File: src/rtl/gb_timer_pkg.sv
// ---------------------------------------------------------------------------
// gb_timer_pkg
// Shared definitions for the DIV/TIMA/TMA/TAC timer block:
//   - reg_addr_e    : register select encoding on addr_in
//   - timer_state_e : overflow-handling state (RUN / OVF_PEND)
//   - TAC_BIT_SELx  : sys_cnt bit tapped for each TAC[1:0] clock select
//   - tac_tap()     : returns the selected sys_cnt bit for a given select
// ---------------------------------------------------------------------------
package gb_timer_pkg;

  typedef enum logic [1:0] {
    ADDR_DIV  = 2'd0,
    ADDR_TIMA = 2'd1,
    ADDR_TMA  = 2'd2,
    ADDR_TAC  = 2'd3
  } reg_addr_e;

  typedef enum logic {
    RUN      = 1'b0,
    OVF_PEND = 1'b1
  } timer_state_e;

  // sys_cnt bit observed by the timer for each TAC[1:0] value.
  localparam int unsigned TAC_BIT_SEL0 = 9;
  localparam int unsigned TAC_BIT_SEL1 = 3;
  localparam int unsigned TAC_BIT_SEL2 = 5;
  localparam int unsigned TAC_BIT_SEL3 = 7;

  // Unimplemented TAC bits read back as ones.
  localparam logic [4:0] TAC_READ_PAD = 5'b11111;

  function automatic logic tac_tap(input logic [15:0] cnt, input logic [1:0] sel);
    logic tap;
    tap = 1'b0;
    unique case (sel)
      2'b00: tap = cnt[TAC_BIT_SEL0];
      2'b01: tap = cnt[TAC_BIT_SEL1];
      2'b10: tap = cnt[TAC_BIT_SEL2];
      2'b11: tap = cnt[TAC_BIT_SEL3];
    endcase
    return tap;
  endfunction

endpackage

File: src/rtl/gb_timer.sv
// ---------------------------------------------------------------------------
// gb_timer
// Programmable timer: a 16-bit free-running system counter (DIV is its upper
// byte) clocks TIMA on falling edges of a TAC-selected counter bit. A TIMA
// overflow reads as 0x00 until the next machine-cycle tick, at which point
// TIMA reloads from TMA and a one-clock interrupt pulse is issued.
//
// Parameters
//   CNT_STEP  : sys_cnt increment per tick_in
// Ports
//   clk_in    : system clock
//   rst_in    : synchronous active-high reset
//   tick_in   : one-clock machine-cycle strobe
//   addr_in   : register select (0=DIV, 1=TIMA, 2=TMA, 3=TAC)
//   wr_en_in  : register write strobe
//   wdata_in  : register write data
//   rdata_out : combinational read of the selected register
//   irq_out   : one-clock timer interrupt request
// ---------------------------------------------------------------------------
module gb_timer #(
  parameter int unsigned CNT_STEP = 4
) (
  input  logic       clk_in,
  input  logic       rst_in,
  input  logic       tick_in,
  input  logic [1:0] addr_in,
  input  logic       wr_en_in,
  input  logic [7:0] wdata_in,
  output logic [7:0] rdata_out,
  output logic       irq_out
);

  import gb_timer_pkg::*;

  localparam logic [15:0] STEP16 = 16'(CNT_STEP);

  reg_addr_e    reg_sel;
  logic         wr_div, wr_tima, wr_tma, wr_tac;

  logic [15:0]  sys_cnt;
  logic [2:0]   tac;
  logic [7:0]   tma;
  logic [7:0]   tima, tima_nxt;
  timer_state_e state, state_nxt;
  logic         irq_q, irq_nxt;

  logic         timer_in;    // enable AND selected counter bit, this clock
  logic         edge_q;      // timer_in as it was on the previous clock
  logic         timer_fall;

  assign reg_sel = reg_addr_e'(addr_in);
  assign wr_div  = wr_en_in && (reg_sel == ADDR_DIV);
  assign wr_tima = wr_en_in && (reg_sel == ADDR_TIMA);
  assign wr_tma  = wr_en_in && (reg_sel == ADDR_TMA);
  assign wr_tac  = wr_en_in && (reg_sel == ADDR_TAC);

  // Because timer_in is formed from the live register values, a DIV clear,
  // an enable clear or a select change all look like an ordinary falling
  // edge and bump TIMA one clock later, just like counter-driven edges.
  assign timer_in   = tac[2] && tac_tap(sys_cnt, tac[1:0]);
  assign timer_fall = edge_q && !timer_in;

  // NOTE: sequential state is assigned with <= so every register samples
  // pre-edge values; blocking here would create order-dependent races.
  // NOTE: reset is synchronous -- it only acts at a clock edge, so it
  // lives inside the edge-triggered branch rather than the sensitivity list.
  always_ff @(posedge clk_in) begin
    if (rst_in) begin
      sys_cnt <= '0;
      tac     <= '0;
      tma     <= '0;
      edge_q  <= 1'b0;
    end else begin
      edge_q <= timer_in;
      // A DIV write wins over a same-cycle increment.
      if (wr_div)       sys_cnt <= '0;
      else if (tick_in) sys_cnt <= sys_cnt + STEP16;
      if (wr_tac) tac <= wdata_in[2:0];
      if (wr_tma) tma <= wdata_in;
    end
  end

  always_ff @(posedge clk_in) begin
    if (rst_in) begin
      state <= RUN;
      tima  <= '0;
      irq_q <= 1'b0;
    end else begin
      state <= state_nxt;
      tima  <= tima_nxt;
      irq_q <= irq_nxt;
    end
  end

  // NOTE: every output of this block gets a default first, so no path can
  // leave a signal unassigned and infer a latch.
  always_comb begin
    state_nxt = state;
    tima_nxt  = tima;
    irq_nxt   = 1'b0;
    unique case (state)
      RUN: begin
        if (wr_tima) begin
          tima_nxt = wdata_in;
        end else if (timer_fall) begin
          if (tima == 8'hFF) begin
            tima_nxt  = 8'h00;
            state_nxt = OVF_PEND;
          end else begin
            tima_nxt = tima + 8'd1;
          end
        end
      end
      OVF_PEND: begin
        if (wr_tima) begin
          // CPU write cancels the pending reload and its interrupt.
          tima_nxt  = wdata_in;
          state_nxt = RUN;
        end else if (tick_in) begin
          // A TMA write landing on the reload clock is forwarded directly.
          tima_nxt  = wr_tma ? wdata_in : tma;
          irq_nxt   = 1'b1;
          state_nxt = RUN;
        end else if (timer_fall) begin
          tima_nxt = tima + 8'd1;
        end
      end
    endcase
  end

  always_comb begin
    rdata_out = 8'h00;
    unique case (reg_sel)
      ADDR_DIV:  rdata_out = sys_cnt[15:8];
      ADDR_TIMA: rdata_out = tima;
      ADDR_TMA:  rdata_out = tma;
      ADDR_TAC:  rdata_out = {TAC_READ_PAD, tac};
    endcase
  end

  // The pulse is registered on the reload clock; the state returns to RUN at
  // the same edge, so it cannot repeat on the following clock.
  assign irq_out = irq_q;

endmodule

File: config.mk
export PLATFORM = sky130hd
export DESIGN_NAME = gb_timer
export DESIGN_NICKNAME = d
export VERILOG_FILES = /design/src/rtl/gb_timer_pkg.sv /design/src/rtl/gb_timer.sv
export SDC_FILE = /design/constraint.sdc
export NUM_CORES = 1
export LEC_CHECK = 0
export ABC_AREA = 0
export BUFFER_PORTS_ARGS = -buffer_cell sky130_fd_sc_hd__buf_4
export CAP_MARGIN = 20
export CORE_UTILIZATION = 55
export CTS_BUF_LIST = sky130_fd_sc_hd__clkbuf_8
export CTS_CLUSTER_SIZE = 8
export DETAILED_ROUTE_END_ITERATION = 6
export GPL_TIMING_DRIVEN = 0
export PLACE_DENSITY = 0.81
export SLEW_MARGIN = 40
export SYNTH_ARGS = -nofsm -noshare
export SYNTH_HDL_FRONTEND = slang
export SYNTH_SLANG_ARGS = --single-unit
File: constraint.sdc
create_clock -name clk_in -period 1.6 [get_ports clk_in]
set_input_delay 0.32 -clock clk_in [delete_from_list [all_inputs] [get_ports clk_in]]
set_output_delay 0.32 -clock clk_in [all_outputs]
set_load 0.03 [all_outputs]
# ---- Word-level counts from Yosys, hierarchy flattened
# Cells that the tools add are included.
dict set report op_classes {
  n_reduce_logical 12
  mux 17
  n_addsub 2
  eq_ne 9
  n_bitwise 1
}
# operator count
set ops {}
lappend ops {{$mux W8} 7}
lappend ops {{$pmux W8 S4} 1}
lappend ops {{$add A16 B3 Y16 const B} 1}
lappend ops {{$pmux W8 S2} 1}
lappend ops {{$add A8 B1 Y8 const B} 1}
lappend ops {{$eq A2 B2 Y1 const B} 4}
lappend ops {{$eq A8 B8 Y1 const B} 1}
lappend ops {{$logic_and A1 B1 Y1} 6}
lappend ops {{$mux W1} 6}
lappend ops {{$eq A2 B1 Y1 const B} 2}
lappend ops {{$logic_not A2 Y1} 2}
lappend ops {{$ne A4 B3 Y1 const B} 1}
lappend ops {{$pmux W1 S4} 1}
lappend ops {{$ne A3 B3 Y1 const B} 1}
lappend ops {{$reduce_or A3 Y1} 1}
lappend ops {{$pmux W1 S2} 1}
lappend ops {{$reduce_and A2 Y1} 1}
lappend ops {{$reduce_or A2 Y1} 1}
lappend ops {{$logic_not A1 Y1} 1}
lappend ops {{$not A1 Y1} 1}
dict set report word_totals {
  out_inout_bits 9
  regBits 38
  elab_cells 48
  in_bits 14
}

# ---- Longest topological paths before layout
dict set report depth {
  depth_word 9
  depth_mapped 8
  mapped_depth_nobuf 6
}

# ---- Least setup slack after synthesis
# OpenSTA, ideal clock, no wires.
dict set report synth_timing {
  path_type {input to output}
  start {input addr_in[1]}
  end {output rdata_out[4]}
  slack_ps 55
  arrival_time_ps 1225
  required_ps 1280
  cell_stages 4
  path_buffers 2
  path_cell_list {buf_4 buf_4 mux2_2 o22a_1}
}
dict set report synth_via {
  elab_chain_len 2
  elab_cells_between_ends 5
}
# item line_no
set synth_lines {}
lappend synth_lines {{from (decl)} gb_timer.sv:26} ;# input logic [1:0] addr_in,
lappend synth_lines {{$eq A2 B2 Y1 (tied with other cells)} gb_timer.sv:133} ;# unique case (reg_sel)
lappend synth_lines {{$pmux W8 S4 *} gb_timer.sv:133}
lappend synth_lines {{to (decl)} gb_timer.sv:29} ;# output logic [7:0] rdata_out,
# Mark *: on every way between the ends. The rest lies on a longest branch, timed or not.

# ---- Final worst setup path
dict set report layout_timing {
  start {register tac[1]}
  end {output rdata_out[1]}
}
dict set report layout_via {
  elab_chain_len 1
}
# item line_no
set layout_lines {}
lappend layout_lines {{from (decl)} gb_timer.sv:41} ;# logic [2:0] tac;
lappend layout_lines {{from (signal assigned)} gb_timer.sv:78} ;# if (wr_tac) tac <= wdata_in[2:0];
lappend layout_lines {{$pmux W8 S4} gb_timer.sv:133}
# Every way passes these cells.

==> run metrics <==
commonest cells in the netlist=dfxtp_1, nand2_1, nor2_1; Worst path slowest cell=mux4_2; Ports=23; Antenna diodes=0; Netlist cell types=60; Die Area=4198 sq um; crit-path max FO=4; r2r worst-path depth=6; area share of the largest cell type after synthesis=0.3324; Worst path max stage delay=480 ps; Seq/Total Area, Yosys=0.3324; layout net count=306; clk slew on worst S/H paths=70 ps; GR peak layer=met2; DRC violations left=0; Clock Sinks=36; Syn Area/Cell=8.437 sq um; largest net degree at the start of global routing=15; post-DP HPWL=3.867 mm; grt total ovfl=0; WL/cell=16.80 um; Max-Slew Margin vs Limit=0.6459; maxcap violations=0; Hold Crit Depth=2; FILL cells=324; Die W=64.79 um; Critical Path AT=1300 ps; Final Cycle Share=1.011; Layout Cells excl Fill=339; synth warn=0; min-delay src=rst_in; CP startpoint kind=flop; reg2reg start=state$_SDFF_PP0_; Placed Cells=326; Final setup viols=1; first-pass GRT wire length=9.232 mm; most frequent cell after synthesis=dfxtp_1; kind of cell adding the most delay to the critical path=multiplexers; Critical Path End Type=output port; htree depth=2; status=finished, violations left; setup tns final=-17.86 ps; die height=64.79 um; Clock Skew=7.222 ps; GR Util met1=0.3764; Port-buffer cells=21; CTS tree=yes; initial DRC count=152; Final Critical Period=1618 ps; Worst Path Required=1280 ps; Root Buffer=clkbuf_8; area leader, netlist=dfxtp_1; setup slack, reg-to-reg=50 ps; GR Layer Usage met3=0.06162; synth top area cells=dfxtp_1, nand2_1, nor2_1, xor2_1, a21oi_1; Initial Util=0.5835; Hold Path End=tima[4]$_SDFFE_PP0P_; failing checks=setup timing; Fin. Hold Viols=0; hold_buf cts=0; layout cell share with drive strength beyond 1=0.3024; Hold Crit Class=input pin to flop; f_max=618.1 MHz; Area Growth Syn to Fin=22.10%; final core utilization=0.7125; Static Leak=0.9869 nW; initial antenna violation count=0; Most used DFF post-synth=dfxtp_1; crit-path cells=mux4_2, buf_6; worst setup path category=flop to output port; setup slack after layout=-17.86 ps; largest buffer count on any clock path=2; Num CTS Buffers=5; Vias=2073; post-route ant nets=0; clk_lat worst skew=290 ps; PwrDens=720.5 nW/um^2; IR drop worst, VDD=0.5280 mV; RSZ-0062 raised after global routing=yes; syn nets=273; FF-to-FF End=tima[3]$_SDFFE_PP0P_; Buf/Inv on CP=1; DRT Pass-1 Iters=5; max-slew violation count=0; via/cell ratio=6.115; GRT Total Usage=0.2912; met2 usage=0.4714; slew at the pin closest to its max-slew limit=531.1 ps; core area=3716 sq um; Syn Inst Count=257; Post-Route WL=5.696 mm; number of global-route vias before repair=1924; Synth async-reset ratio=0; gpl congestion=0.9625; Site Rows=22; Post-synth EDFFs=0; Synth Register Bits=36; Cell Area, Synth=2168 sq um
[cells in the final DEF, fill, tap and decap left out, drive strengths merged, types with 4 or more instances in the layout]
cell and n:
o22a 6, mux2 4, o21ai 7, nor3 8, nand2 34, xor2 10, o22ai 4, and2 5
clkbuf 11, mux2i 7, dfxtp 36, a21oi 18, nor2 26, inv 8, nand2b 6, nand3 13
buf 38
[power by group]
group / internal (mW) / total [mW] / leakage, nW / switching, mW
Combinational: 0.132 / 0.289 / 0.638 / 0.157
Clock: 0.343 / 0.672 / 0.0486 / 0.328
Sequential: 0.915 / 0.947 / 0.300 / 0.0315
[routing by layer]
layer,part of all wire,wire (um)
met5,0,0
met4,0.023,131
met3,0.063,356
met2,0.48,2710
met1,0.44,2497
[what timing repair did]
action / CTS / global route
hold endpoints to repair: 0 / 0
setup buffers: 3 / 4
pin swaps: 0 / 2
endpoints found under the setup margin: 14 / 16
resized for setup: 20 / 25
[cell type report]
cell class / count / area [sq um] / area share
well taps: 48 / 60.06 / 0.02268
plain buffers: 15 / 105.1 / 0.03970
flip-flops and latches: 36 / 749.5 / 0.2831
repair buffers: 28 / 236.5 / 0.08932
multi-input cells: 197 / 1376 / 0.5198
clock buffers: 6 / 82.58 / 0.03119
inverters: 7 / 26.28 / 0.009924
clock inverters: 2 / 11.26 / 0.004253
[worst reg2reg max path, delay by kind of cell, from the launching register on]
family,cells,cell delay [ps]
and+or+nand+nor,2,410
DFF,1,370
AOI/OAI and AO/OA,2,360
buffers and inverters,2,270
[how the worst max path moves through the flow]
| stage | from | depth (start not counted) | endpoint |
|---|---|---|---|
| 4_1_cts | addr_in[1] | 5 | rdata_out[6] |
| 6_report | tac[1]$_SDFFE_PP0P_ | 2 | rdata_out[1] |
| 2_1_floorplan | addr_in[1] | 4 | rdata_out[4] |
| 3_3_place_gp | addr_in[1] | 6 | rdata_out[6] |
| 3_5_place_dp | addr_in[1] | 6 | rdata_out[6] |
| 5_1_grt | tac[1]$_SDFFE_PP0P_ | 2 | rdata_out[1] |
[stage by stage]
| stage | hold slack, ps | setup slack (ps) | total power [mW] | area (sq um) |
|---|---|---|---|---|
| detailed placement | 465.2 | -192.0 | 1.230 | 2386 |
| finish | 241.4 | -17.86 | 1.907 | 2648 |
| floorplan | 389.7 | 55.37 | 1.138 | 2168 |
| CTS | 239.3 | 0.2173 | 1.893 | 2542 |
| global route | 243.1 | -44.12 | 1.981 | 2648 |
| global placement | 454.8 | -182.7 | 1.226 | 2386 |
[logic make-up (layout without fill, tap and decap cells)]
family	after synthesis	in the layout	synth area share
buf+inv	24	58	0.06059
compound gates	58	58	0.2060
fa+ha+maj	2	2	0.01154
xor+xnor	13	13	0.05251
mux	14	14	0.08424
flops	36	36	0.3324
simple gates	110	110	0.2528
[sequential cells by signal (all words and copies together), names as in the netlist]
register and flops:
tac 3, tima 8, state 1, edge_q 1
sys_cnt 14, tma 8, irq_out 1
Note: power is estimated with default switching activity, not from simulation.
